===== config.mk =====
export PLATFORM = sky130hd
export DESIGN_NAME = cpu_control
export DESIGN_NICKNAME = d
export VERILOG_FILES = /design/src/rtl/cpu_control_pkg.sv /design/src/rtl/cpu_control_inst_len.sv /design/src/rtl/cpu_control.sv
export SDC_FILE = /design/constraint.sdc
export NUM_CORES = 1
export LEC_CHECK = 0
export CAP_MARGIN = 15
export CORE_AREA = 8 8 70 72
export CTS_CLUSTER_SIZE = 12
export DETAILED_ROUTE_END_ITERATION = 10
export DIE_AREA = 0 0 78 80
export GPL_ROUTABILITY_DRIVEN = 0
export PLACE_DENSITY_LB_ADDON = 0.08
export SYNTH_ARGS = -nofsm -noshare
export SYNTH_HDL_FRONTEND = slang
export SYNTH_SLANG_ARGS = --single-unit
export TNS_END_PERCENT = 100

===== constraint.sdc =====
create_clock -name clk -period 11.25 [get_ports clk]
set_clock_uncertainty 0.15 [all_clocks]
set_input_delay 1.6875 -clock clk [delete_from_list [all_inputs] [get_ports clk]]
set_output_delay 1.6875 -clock clk [all_outputs]
set_load 0.02 [all_outputs]

===== src/rtl/cpu_control_pkg.sv =====
// Shared CPU definitions: instruction field sizes, opcode encodings,
// register-file write-source encodings and the controller state type.
package cpu_pkg;

  localparam int cpu_inst_opcode_sz = 4;
  localparam int cpu_inst_regop_sz  = 3;
  localparam int cpu_inst_immop_sz  = 8;
  localparam int cpu_code_sz        = 256;
  localparam int cpu_pc_sz          = 9;

  localparam logic [3:0] cpu_inst_opcode_add = 4'd0;
  localparam logic [3:0] cpu_inst_opcode_sub = 4'd1;
  localparam logic [3:0] cpu_inst_opcode_mul = 4'd2;
  localparam logic [3:0] cpu_inst_opcode_div = 4'd3;
  localparam logic [3:0] cpu_inst_opcode_and = 4'd4;
  localparam logic [3:0] cpu_inst_opcode_or  = 4'd5;
  localparam logic [3:0] cpu_inst_opcode_xor = 4'd6;
  localparam logic [3:0] cpu_inst_opcode_inc = 4'd7;
  localparam logic [3:0] cpu_inst_opcode_dec = 4'd8;
  localparam logic [3:0] cpu_inst_opcode_imm = 4'd9;
  localparam logic [3:0] cpu_inst_opcode_iz  = 4'd10;
  localparam logic [3:0] cpu_inst_opcode_jmp = 4'd11;
  localparam logic [3:0] cpu_inst_opcode_jz  = 4'd12;
  localparam logic [3:0] cpu_inst_opcode_out = 4'd13;
  localparam logic [3:0] cpu_inst_opcode_imp = 4'd14;

  localparam logic [1:0] cpu_wsel_alu = 2'd0;
  localparam logic [1:0] cpu_wsel_imm = 2'd1;
  localparam logic [1:0] cpu_wsel_in  = 2'd2;

  typedef enum logic [2:0] {
    EXEC     = 3'd0,
    WAIT_ALU = 3'd1,
    WAIT_IN  = 3'd2,
    WAIT_OUT = 3'd3,
    HALT     = 3'd4
  } cpu_state_t;

endpackage


===== src/rtl/cpu_control_inst_len.sv =====
// Opcode -> instruction length in bits plus a legal-opcode flag.
// Purely combinational; shared with the assembler checks.
module cpu_inst_len
  import cpu_pkg::*;
#(
  parameter int OPSZ = cpu_inst_opcode_sz,
  parameter int RGSZ = cpu_inst_regop_sz,
  parameter int IMSZ = cpu_inst_immop_sz,
  parameter int PCSZ = cpu_pc_sz
) (
  input  logic [OPSZ-1:0] opcode,
  output logic [PCSZ:0]   len,
  output logic            legal
);

  localparam int LW = PCSZ + 1;
  localparam logic [PCSZ:0] LEN_JMP = LW'(OPSZ + IMSZ);
  localparam logic [PCSZ:0] LEN_IMM = LW'(OPSZ + RGSZ + IMSZ);
  localparam logic [PCSZ:0] LEN_R1  = LW'(OPSZ + RGSZ);
  localparam logic [PCSZ:0] LEN_R2  = LW'(OPSZ + 2 * RGSZ);

  // Length lookup; unknown encodings report illegal with zero length
  always_comb begin
    len   = '0;
    legal = 1'b1;
    case (opcode)
      cpu_inst_opcode_jmp, cpu_inst_opcode_jz: len = LEN_JMP;
      cpu_inst_opcode_imm: len = LEN_IMM;
      cpu_inst_opcode_out, cpu_inst_opcode_imp, cpu_inst_opcode_iz,
      cpu_inst_opcode_inc, cpu_inst_opcode_dec: len = LEN_R1;
      cpu_inst_opcode_add, cpu_inst_opcode_sub, cpu_inst_opcode_mul,
      cpu_inst_opcode_div, cpu_inst_opcode_and, cpu_inst_opcode_or,
      cpu_inst_opcode_xor: len = LEN_R2;
      default: legal = 1'b0;
    endcase
  end

endmodule


===== src/rtl/cpu_control.sv =====
// CPU sequencing controller: pc, strobes, branching, zero flag, fault halt.
// Optional single-step gating of EXEC via the CPU_CONTROL_STEP_EN macro.
module cpu_control
  import cpu_pkg::*;
#(
  parameter int OPSZ   = cpu_inst_opcode_sz,
  parameter int RGSZ   = cpu_inst_regop_sz,
  parameter int IMSZ   = cpu_inst_immop_sz,
  parameter int CODESZ = cpu_code_sz,
  parameter int PCSZ   = cpu_pc_sz
) (
  input  logic            clk,
  input  logic            rst,
`ifdef CPU_CONTROL_STEP_EN
  input  logic            step,
`endif
  input  logic [OPSZ-1:0] opcode,
  input  logic [IMSZ-1:0] immop1,
  input  logic            rz,
  input  logic            alu_done,
  input  logic            in_valid,
  input  logic            out_ready,
  output logic [PCSZ-1:0] pc,
  output logic            reg_we,
  output logic [1:0]      wsel,
  output logic            alu_start,
  output logic            in_ready,
  output logic            out_valid,
  output logic            zflag,
  output logic            halted,
  output logic            fault
);

  localparam int LW = PCSZ + 1;
  localparam logic [PCSZ:0] CODE_END = LW'(CODESZ);

  cpu_state_t      state_r, state_s;
  logic [PCSZ-1:0] pc_r, pc_s;
  logic            zflag_r, zflag_s;
  logic            fault_r, fault_s;
  logic [PCSZ:0]   len_s;
  logic            legal_s;
  logic [PCSZ:0]   pc_adv_s;
  logic [PCSZ-1:0] target_s;
  logic [PCSZ:0]   target_end_s;
  logic            overrun_s;
  logic            target_bad_s;
  logic            issue_s;

  cpu_inst_len #(.OPSZ(OPSZ), .RGSZ(RGSZ), .IMSZ(IMSZ), .PCSZ(PCSZ)) u_len (
    .opcode (opcode),
    .len    (len_s),
    .legal  (legal_s)
  );

  // Range checks are done one bit wider than pc so nothing can wrap
  assign pc_adv_s     = {1'b0, pc_r} + len_s;
  assign overrun_s    = (pc_adv_s > CODE_END);
  assign target_s     = PCSZ'(immop1);
  assign target_end_s = {1'b0, target_s} + LW'(OPSZ);
  assign target_bad_s = (target_end_s > CODE_END);

`ifdef CPU_CONTROL_STEP_EN
  assign issue_s = step;
`else
  assign issue_s = 1'b1;
`endif

  // State register
  always_ff @(posedge clk) begin
    if (rst) begin
      state_r <= EXEC;
      pc_r    <= '0;
      zflag_r <= 1'b0;
      fault_r <= 1'b0;
    end else begin
      state_r <= state_s;
      pc_r    <= pc_s;
      zflag_r <= zflag_s;
      fault_r <= fault_s;
    end
  end

  // Next-state, pc and flag update
  always_comb begin
    state_s = state_r;
    pc_s    = pc_r;
    zflag_s = zflag_r;
    fault_s = fault_r;
    case (state_r)
      EXEC: begin
        if (!issue_s) begin
          state_s = EXEC;
        end else if (!legal_s || overrun_s) begin
          state_s = HALT;
          fault_s = 1'b1;
        end else begin
          case (opcode)
            cpu_inst_opcode_jmp, cpu_inst_opcode_jz: begin
              if (opcode == cpu_inst_opcode_jz && !zflag_r) begin
                pc_s = pc_adv_s[PCSZ-1:0];
              end else if (target_bad_s) begin
                state_s = HALT;
                fault_s = 1'b1;
              end else begin
                pc_s = target_s;
              end
            end
            cpu_inst_opcode_iz: begin
              zflag_s = rz;
              pc_s    = pc_adv_s[PCSZ-1:0];
            end
            cpu_inst_opcode_mul, cpu_inst_opcode_div: state_s = WAIT_ALU;
            cpu_inst_opcode_imp: state_s = WAIT_IN;
            cpu_inst_opcode_out: state_s = WAIT_OUT;
            cpu_inst_opcode_imm, cpu_inst_opcode_inc, cpu_inst_opcode_dec,
            cpu_inst_opcode_add, cpu_inst_opcode_sub, cpu_inst_opcode_and,
            cpu_inst_opcode_or, cpu_inst_opcode_xor: pc_s = pc_adv_s[PCSZ-1:0];
            default: begin
              state_s = HALT;
              fault_s = 1'b1;
            end
          endcase
        end
      end
      WAIT_ALU, WAIT_IN, WAIT_OUT: begin
        if ((state_r == WAIT_ALU && alu_done) || (state_r == WAIT_IN && in_valid) ||
            (state_r == WAIT_OUT && out_ready)) begin
          pc_s    = pc_adv_s[PCSZ-1:0];
          state_s = EXEC;
        end else begin
          state_s = state_r;
        end
      end
      HALT: state_s = HALT;
      default: begin
        state_s = HALT;
        fault_s = 1'b1;
      end
    endcase
  end

  // Strobe decode; everything is quiet during reset and in HALT
  always_comb begin
    reg_we    = 1'b0;
    wsel      = cpu_wsel_alu;
    alu_start = 1'b0;
    in_ready  = 1'b0;
    out_valid = 1'b0;
    if (rst) begin
      reg_we = 1'b0;
    end else begin
      case (state_r)
        EXEC: begin
          if (issue_s && legal_s && !overrun_s) begin
            case (opcode)
              cpu_inst_opcode_imm: begin
                reg_we = 1'b1;
                wsel   = cpu_wsel_imm;
              end
              cpu_inst_opcode_inc, cpu_inst_opcode_dec, cpu_inst_opcode_add,
              cpu_inst_opcode_sub, cpu_inst_opcode_and, cpu_inst_opcode_or,
              cpu_inst_opcode_xor: reg_we = 1'b1;
              cpu_inst_opcode_mul, cpu_inst_opcode_div: alu_start = 1'b1;
              default: reg_we = 1'b0;
            endcase
          end else begin
            reg_we = 1'b0;
          end
        end
        WAIT_ALU: reg_we = alu_done;
        WAIT_IN: begin
          in_ready = 1'b1;
          if (in_valid) begin
            reg_we = 1'b1;
            wsel   = cpu_wsel_in;
          end else begin
            reg_we = 1'b0;
          end
        end
        WAIT_OUT: out_valid = 1'b1;
        default: reg_we = 1'b0;
      endcase
    end
  end

  assign pc     = pc_r;
  assign zflag  = zflag_r;
  assign fault  = fault_r;
  assign halted = (state_r == HALT);

endmodule


==> results by group, run 1 <==
Status
  – Status: finished clean

Die
  – Die height: 80 um
  – Die Width: ~80 um
  – Starting density of the core: 37.2%
  – Cell row count: 23
  – Num ports: 36
  – Die Area: 0.00624 sq mm
  – CORE AREA: 0.00386 sq mm

GRT
  – Tot GR Track Use: between 10% and 20%
  – Initial antenna violation count: 0
  – Largest net degree at the start of global routing: 18
  – First-pass GRT wire length: about 7.0 mm
  – Number of global-route vias before repair: 1441
  – Grt ovf: 0

STA
  – Fmax: between 100 and 150 MHz
  – Final hold viol count: 0
  – Worst-Margin Slew: between 1 and 1.5 ns
  – Final-report max-slew violation count: 0
  – RSZ-0062 raised after global routing: false
  – Final setup vio count: 0
  – Worst slew margin: 25.0%
  – Setup TNS: 0 ns
  – Min cycle time layout: 7.70 ns
  – Fin crit share: 68.5%
  – Post-route setup slack: 3.55 ns

Worst setup path
  – Reg2Reg Capture Point: pc[8]$_SDFFE_PP0P_
  – Most common cell type on the critical path: clkdlybuf4s50_1
  – Critical Path RT: between 9 and 10 ns
  – Slack of the worst reg-to-reg path: just under 8 ns
  – Worst setup SP type: input pin
  – Worst Setup SP: opcode[2]
  – Bufs and invs on worst path: 3
  – CP endpoint kind: output port
  – Crit-path max FO: 11
  – Crit-path slowest cell: clkdlybuf4s50_1
  – Reg2reg start: pc[0]$_SDFFE_PP0P_
  – Worst r2r path cells: 10
  – Max incr delay on CP: 0.66 ns
  – Kind of critical path: in2out
  – Crit-path cells: clkdlybuf4s50_1 > nor2b_1 > nand2_1 > a31oi_1 > ha_1 > inv_1 > fa_1 > nand2b_1 > a21oi_1 > mux2i_1 > a41oi_2 > or3_4 > nor4_1 > clkdlybuf4s50_1
  – Kind of cell adding the most delay to the critical path: buffers and inverters
  – Critical Path AT: 5.87 ns

Cells and area
  – Area grow syn2layout: 26.9%
  – Final design utilization: 47.2%
  – Fraction of layout instances using a drive strength above 1: under 10%
  – FILL cells: 387
  – Layout net count: 235
  – Storage cell area: between 200 and 300 sq um
  – N_diodes: 0
  – Multi-input logic area: ~0.0011 sq mm

Clock tree
  – Clk Latency, worst-skew pair: 0.25 ns
  – TritonCTS Buffers: 3
  – CTS Buffer Depth: 2
  – TritonCTS clock tree: built
  – Root Driver: clkbuf_8
  – Setup repair bufs after CTS: 0
  – H-tree depth: 1
  – Clock Pin Slew Worst Setup and Hold Paths: 0.06 ns
  – CTS Sinks: 14
  – Post-CTS Hold Buffers: 0
  – PostCTS Resize Cnt: 0

Route
  – Drt pass-1 iters: 4
  – Vias: approximately 1500
  – Initial drt markers: about 90
  – Top sig layer: met4
  – WL/cell: around 16 um
  – Drt drc: 0
  – Routed met3 length: 249 um
  – Routed Antenna Nets: 0
  – Vias per cell: 5.64
  – Final WL: 4.25 mm
  – WL met1: slightly above 2 mm
  – Met2 WL: 1.93 mm

Logic synthesis
  – Main synth FF type: dfxtp_1
  – Sequential area share after synthesis: 19.5%
  – Post-synth EDFFs: 0
  – Yosys top cell by area: dfxtp_1
  – Yosys warning count: 0
  – Synth area leaders: dfxtp_1, a21oi_1, nor2_1, mux2i_1, nand2_1
  – Synth cell types: 53
  – Most frequent cell after synthesis: nor2_1
  – Syn Area/Cell: 7.80 sq um
  – Cell count after synthesis: 184
  – Syn Nets: 207
  – Synthesized area: between 0.001 and 0.0015 sq mm
  – Share of flip-flops with an asynchronous set or reset: 0%
  – Flops & latches, synth: 14
  – Commonest cells post-synth: nor2_1, a21oi_1, dfxtp_1, nand2_1, inv_1
  – Post-synth top area share: about 20%

Place
  – DP HPWL: 3.29 mm
  – Pre-CTS setup slack: around 3.6 ns
  – Port Buffer Count: 35

Pwr
  – Lkg Pwr: 0.000686 uW
  – Peak supply drop: between 0.05 and 0.06 mV
  – Pwr dens: 115 mW/mm^2

Min path
  – Hold EP: zflag$_SDFFE_PP0P_
  – Worst min path class: reg2reg
  – Worst hold path depth: 2
  – Worst hold start: zflag$_SDFFE_PP0P_

Job
  – Max cap viols: 0
-- sequential cells by signal, summed over array words and instances, names as in the netlist --
| register | cells |
|---|---|
| fault | 1 |
| pc | 9 |
| state_r | 3 |
| zflag | 1 |
-- area by class of cell --
class,count,area share [%]
repair buffers,35,19.2
flip-flops and latches,14,15.4
clock buffers,3,2.27
multi-input cells,150,58.0
well taps,50,3.43
inverters,8,1.65
-- cells by family (layout without fill, tap and decap cells) --
group           count (synthesis)  count (layout)  share of synthesized area [%]
buf+inv                        20              46                           6.80
simple gates                   74              74                           28.8
flops                          14              14                           19.5
mux                             7               7                           5.23
xor+xnor                        6               6                           3.66
compound gates                 58              58                           31.1
fa+ha+maj                       5               5                           4.88
-- report_power, final --
part | switching (uW) | internal [uW] | leakage (uW)
clock | 19.9 | 23.7 | 0.0000216
sequential | 8.00 | 55.0 | 0.000115
combinational | 56.0 | 47.3 | 0.000550
total | 83.9 | 126 | 0.000686
-- layout by cell type (no fill, tap or decap), drive strengths merged, types with 4 or more instances in the layout --
cell | Yosys | final
o211a | 4 | 4
xnor2 | 6 | 6
nand2 | 14 | 14
nand3 | 5 | 5
mux2i | 6 | 6
o211ai | 6 | 6
and2 | 4 | 4
ha | 4 | 4
o21ai | 5 | 5
inv | 7 | 7
nand4 | 4 | 4
nor2 | 18 | 18
dfxtp | 14 | 14
a21oi | 14 | 14
nand2b | 7 | 7
a21o | 6 | 6
clkdlybuf4s50 | 0 | 35
-- through the flow --
step / hold slack, ns / power, uW / area (sq um) / instances
final: 0.398 / 210 / 1820 / 260
after global routing: 0.422 / 223 / 1820 / 260
after CTS: 0.400 / 210 / 1820 / 260
after detailed placement: 0.378 / 166 / 1780 / 257
after global placement: 0.363 / 166 / 1780 / 257
after floorplan: 0.430 / 137 / 1440 / 184
-- metal layers --
layer | global-route usage (%) | vias up
li1 | - | 729
met1 | 18.5 | 692
met2 | 20.9 | 41
met3 | 2.48 | 4
met4 | 3.89 | 0
met5 | 0 | -
-- worst register-to-register path: stages, from the launching register on --
cell      delay [ns]
dfxtp_1         0.37
ha_1            0.20
inv_1           0.06
fa_1            0.39
nand2b_1        0.19
a21oi_1         0.35
mux2i_1         0.26
a41oi_2         0.19
a211oi_2        0.48
o21a_1          0.42
mux2_4          0.33
-- how the worst max path moves through the flow --
stage          endpoint  slack (ns)  cells past startpoint
2_1_floorplan   wsel[0]        4.48                     13
3_3_place_gp    wsel[0]        3.64                     13
3_5_place_dp    wsel[0]        3.56                     14
4_1_cts         wsel[0]        3.55                     14
5_1_grt          reg_we        3.26                     15
6_report        wsel[0]        3.55                     14
Note: power is estimated with default switching activity, not from simulation.
==> run 2: changes to the inputs <==
==> constraint.sdc (replaced) <==
create_clock -name clk -period 6.4 [get_ports clk]
set_clock_uncertainty 0.15 [all_clocks]
set_input_delay 0.96 -clock clk [delete_from_list [all_inputs] [get_ports clk]]
set_output_delay 0.96 -clock clk [all_outputs]
set_load 0.02 [all_outputs]
==> run 2 against run 1 <==
Cell count is 1.5% higher. Critical path type unchanged. Critical endpoint unchanged. Largest cell class unchanged. Sequential share of layout area is 0.36 points lower. Non-clock buffer count is 3 higher.
==> results by group, run 2 (synthesis results as in run 1) <==
Status
  – Status: finished clean (unchanged)

Route
  – Drt drc: 0 (unchanged)
  – Vias per cell: 5.69 (was 5.64)
  – Vias: 1503 (was 1466)
  – Initial drt markers: 65 (was 89)
  – WL/cell: 16.3 um (was 16.4 um)
  – Drt pass-1 iters: 4 (unchanged)
  – Routed Antenna Nets: 0 (unchanged)
  – Final WL: 4.30 mm (was 4.25 mm)

STA
  – Fin crit share: a little over 90%
  – Final hold viol count: 0 (unchanged)
  – Final-report max-slew violation count: 0 (unchanged)
  – RSZ-0062 raised after global routing: false (unchanged)
  – Fmax: between 150 and 200 MHz
  – Worst slew margin: 25.1% (was 25.0%)
  – Final setup vio count: 0 (unchanged)
  – Min cycle time layout: 5.95 ns
  – Setup TNS: 0 ns (unchanged)
  – Worst-Margin Slew: 1.12 ns (about the same)

Worst setup path
  – Reg2reg start: pc[0]$_SDFFE_PP0P_ (unchanged)
  – Most common cell type on the critical path: clkdlybuf4s50_1 (unchanged)
  – CP endpoint kind: output port (unchanged)
  – Worst Setup SP: opcode[1] (was opcode[2])
  – Kind of critical path: in2out (unchanged)
  – Worst setup path end: wsel[0] (unchanged)
  – Reg2Reg Capture Point: pc[8]$_SDFFE_PP0P_ (unchanged)
  – Kind of cell adding the most delay to the critical path: buffers and inverters (unchanged)
  – Crit-path cells: clkdlybuf4s50_1 > and2_1 > nand2_1 > xnor2_1 > ha_1 > or2_2 > a21o_1 > a2111oi_4 > a41oi_2 > or3_4 > nor4_1 > clkdlybuf4s50_1 (was clkdlybuf4s50_1 > nor2b_1 > nand2_1 > a31oi_1 > ha_1 > inv_1 > fa_1 > nand2b_1 > a21oi_1 > mux2i_1 > a41oi_2 > or3_4 > nor4_1 > clkdlybuf4s50_1)
  – Bufs and invs on worst path: 2 (was 3)
  – Critical Path AT: 4.84 ns (was 5.87 ns)
  – Crit-path max FO: 7 (was 11)
  – Worst setup SP type: input pin (unchanged)
  – Worst r2r path cells: 10 (unchanged)
  – Crit-path slowest cell: clkdlybuf4s50_1 (unchanged)
  – Critical Path RT: 5.29 ns (was 9.41 ns)
  – Max incr delay on CP: 0.66 ns (about the same)
  – Slack of the worst reg-to-reg path: 2.96 ns (was 7.76 ns)
  – WP depth: 12 (was 14)

Pwr
  – Total power: 388 uW (was 210 uW)
  – Lkg Pwr: 0.000727 uW (was 0.000686 uW)
  – Pwr dens: 208 mW/mm^2 (was 115 mW/mm^2)
  – Peak supply drop: 0.113 mV (was 0.0595 mV)

Die
  – Cell row count: 23 (unchanged)
  – Die Width: 78 um (unchanged)
  – CORE AREA: 0.00386 sq mm (unchanged)
  – Die height: 80 um (unchanged)
  – Die Area: 0.00624 sq mm (unchanged)
  – Num ports: 36 (unchanged)
  – Starting density of the core: 37.2% (unchanged)

Clock tree
  – Root Driver: clkbuf_8 (unchanged)
  – Setup repair bufs after CTS: 0 (unchanged)
  – Clock Pin Slew Worst Setup and Hold Paths: 0.07 ns (was 0.06 ns)
  – H-tree depth: 1 (unchanged)
  – Post-CTS Hold Buffers: 0 (unchanged)
  – TritonCTS Buffers: 3 (unchanged)
  – TritonCTS clock tree: built (unchanged)
  – PostCTS Resize Cnt: 0 (unchanged)
  – CTS Sinks: 14 (unchanged)
  – CTS Buffer Depth: 2 (unchanged)
  – Clk Latency, worst-skew pair: 0.25 ns (about the same)

Place
  – DP Area: 0.00180 sq mm (was 0.00178 sq mm)
  – Port Buffer Count: 35 (unchanged)
  – DP HPWL: 3.34 mm (was 3.29 mm)

Cells and area
  – Post-route cell area: 0.00187 sq mm (was 0.00182 sq mm)
  – Max FFs per register: 9 (unchanged)
  – Layout net count: 238 (was 235)
  – Final design utilization: 48.4% (was 47.2%)
  – Commonest non-fill, non-tap cell in the layout: clkdlybuf4s50_1 (unchanged)
  – N_diodes: 0 (unchanged)
  – Fraction of layout instances using a drive strength above 1: 9.81% (was 7.62%)
  – Most frequent cells in the layout: clkdlybuf4s50_1, nor2_1, nand2_1, a21oi_1, dfxtp_1 (unchanged)
  – Area grow syn2layout: 30.0% (was 26.9%)

Min path
  – Worst min path class: reg2reg (unchanged)

GRT
  – Tot GR Track Use: 13.6% (was 13.5%)
  – Initial antenna violation count: 0 (unchanged)
  – Largest net degree at the start of global routing: 18 (unchanged)
  – First-pass GRT wire length: 6.89 mm (was 6.99 mm)
  – Number of global-route vias before repair: 1384 (was 1441)
  – Grt ovf: 0 (unchanged)

Job
  – Max cap viols: 0 (unchanged)
## run 2: cell count changes in the layout (fill, tap and decap cells not counted), sizes merged
| cell | previous run | this run |
|---|---|---|
| dlymetal6s2s | 0 | 2 |
| clkdlybuf4s50 | 35 | 33 |
| buf | 0 | 3 |
| clkbuf | 3 | 4 |
## run 2: worst register-to-register path, delay by kind of cell (launching register included)
kind | cells | cell delay, ns
AO/OA/AOI/OAI | 4 | 1.37
multiplexers | 2 | 0.61
adder cells (fa/ha/maj) | 2 | 0.61
flip-flops | 1 | 0.35
AND/OR/NAND/NOR | 1 | 0.18
buffers and inverters | 1 | 0.06
## run 2: worst min path at each step
stage	end	cells after the start	start
global placement	fault$_SDFFE_PP0P_	1	fault$_SDFFE_PP0P_
floorplan	state_r[2]$_SDFFE_PP0P_	2	state_r[2]$_SDFFE_PP0P_
detailed placement	pc[0]$_SDFFE_PP0P_	1	pc[0]$_SDFFE_PP0P_
CTS	pc[0]$_SDFFE_PP0P_	1	pc[0]$_SDFFE_PP0P_
global route	fault$_SDFFE_PP0P_	1	fault$_SDFFE_PP0P_
finish	pc[0]$_SDFFE_PP0P_	1	pc[0]$_SDFFE_PP0P_
## run 2: through the flow
step	std cells	setup slack [ns]	hold slack, ns
6_report	264	0.455	0.385
5_1_grt	264	0.152	0.422
4_1_cts	264	0.226	0.393
3_5_place_dp	260	0.244	0.373
3_3_place_gp	260	0.192	0.364
2_1_floorplan	184	1.08	0.430
## run 2: layout make-up
class / count / area, sq um
Clock buffer: 4 / 55.1
Fill cell: 394 / 1990
Inverter: 8 / 30.0
Multi-Input combinational cell: 150 / 1060
Sequential cell: 14 / 280
Tap cell: 50 / 62.6
Timing Repair Buffer: 38 / 378
## run 2: where the power goes
part	switching, uW	total (uW)	internal (uW)
logic	99.6	186	86.3
clock network	37.0	91.6	54.6
registers	13.8	111	96.7
total	150	388	238
## run 2: routing by layer
layer | part of all wire (%) | track usage [%] | vias to the layer above | wire [um]
met4 | 1.7 | 5.00 | 0 | 75
met5 | 0 | 0 | - | 0
met2 | 47 | 21.8 | 29 | 2020
met3 | 3.8 | 2.93 | 10 | 164
met1 | 47 | 17.4 | 723 | 2040
li1 | - | - | 741 | -
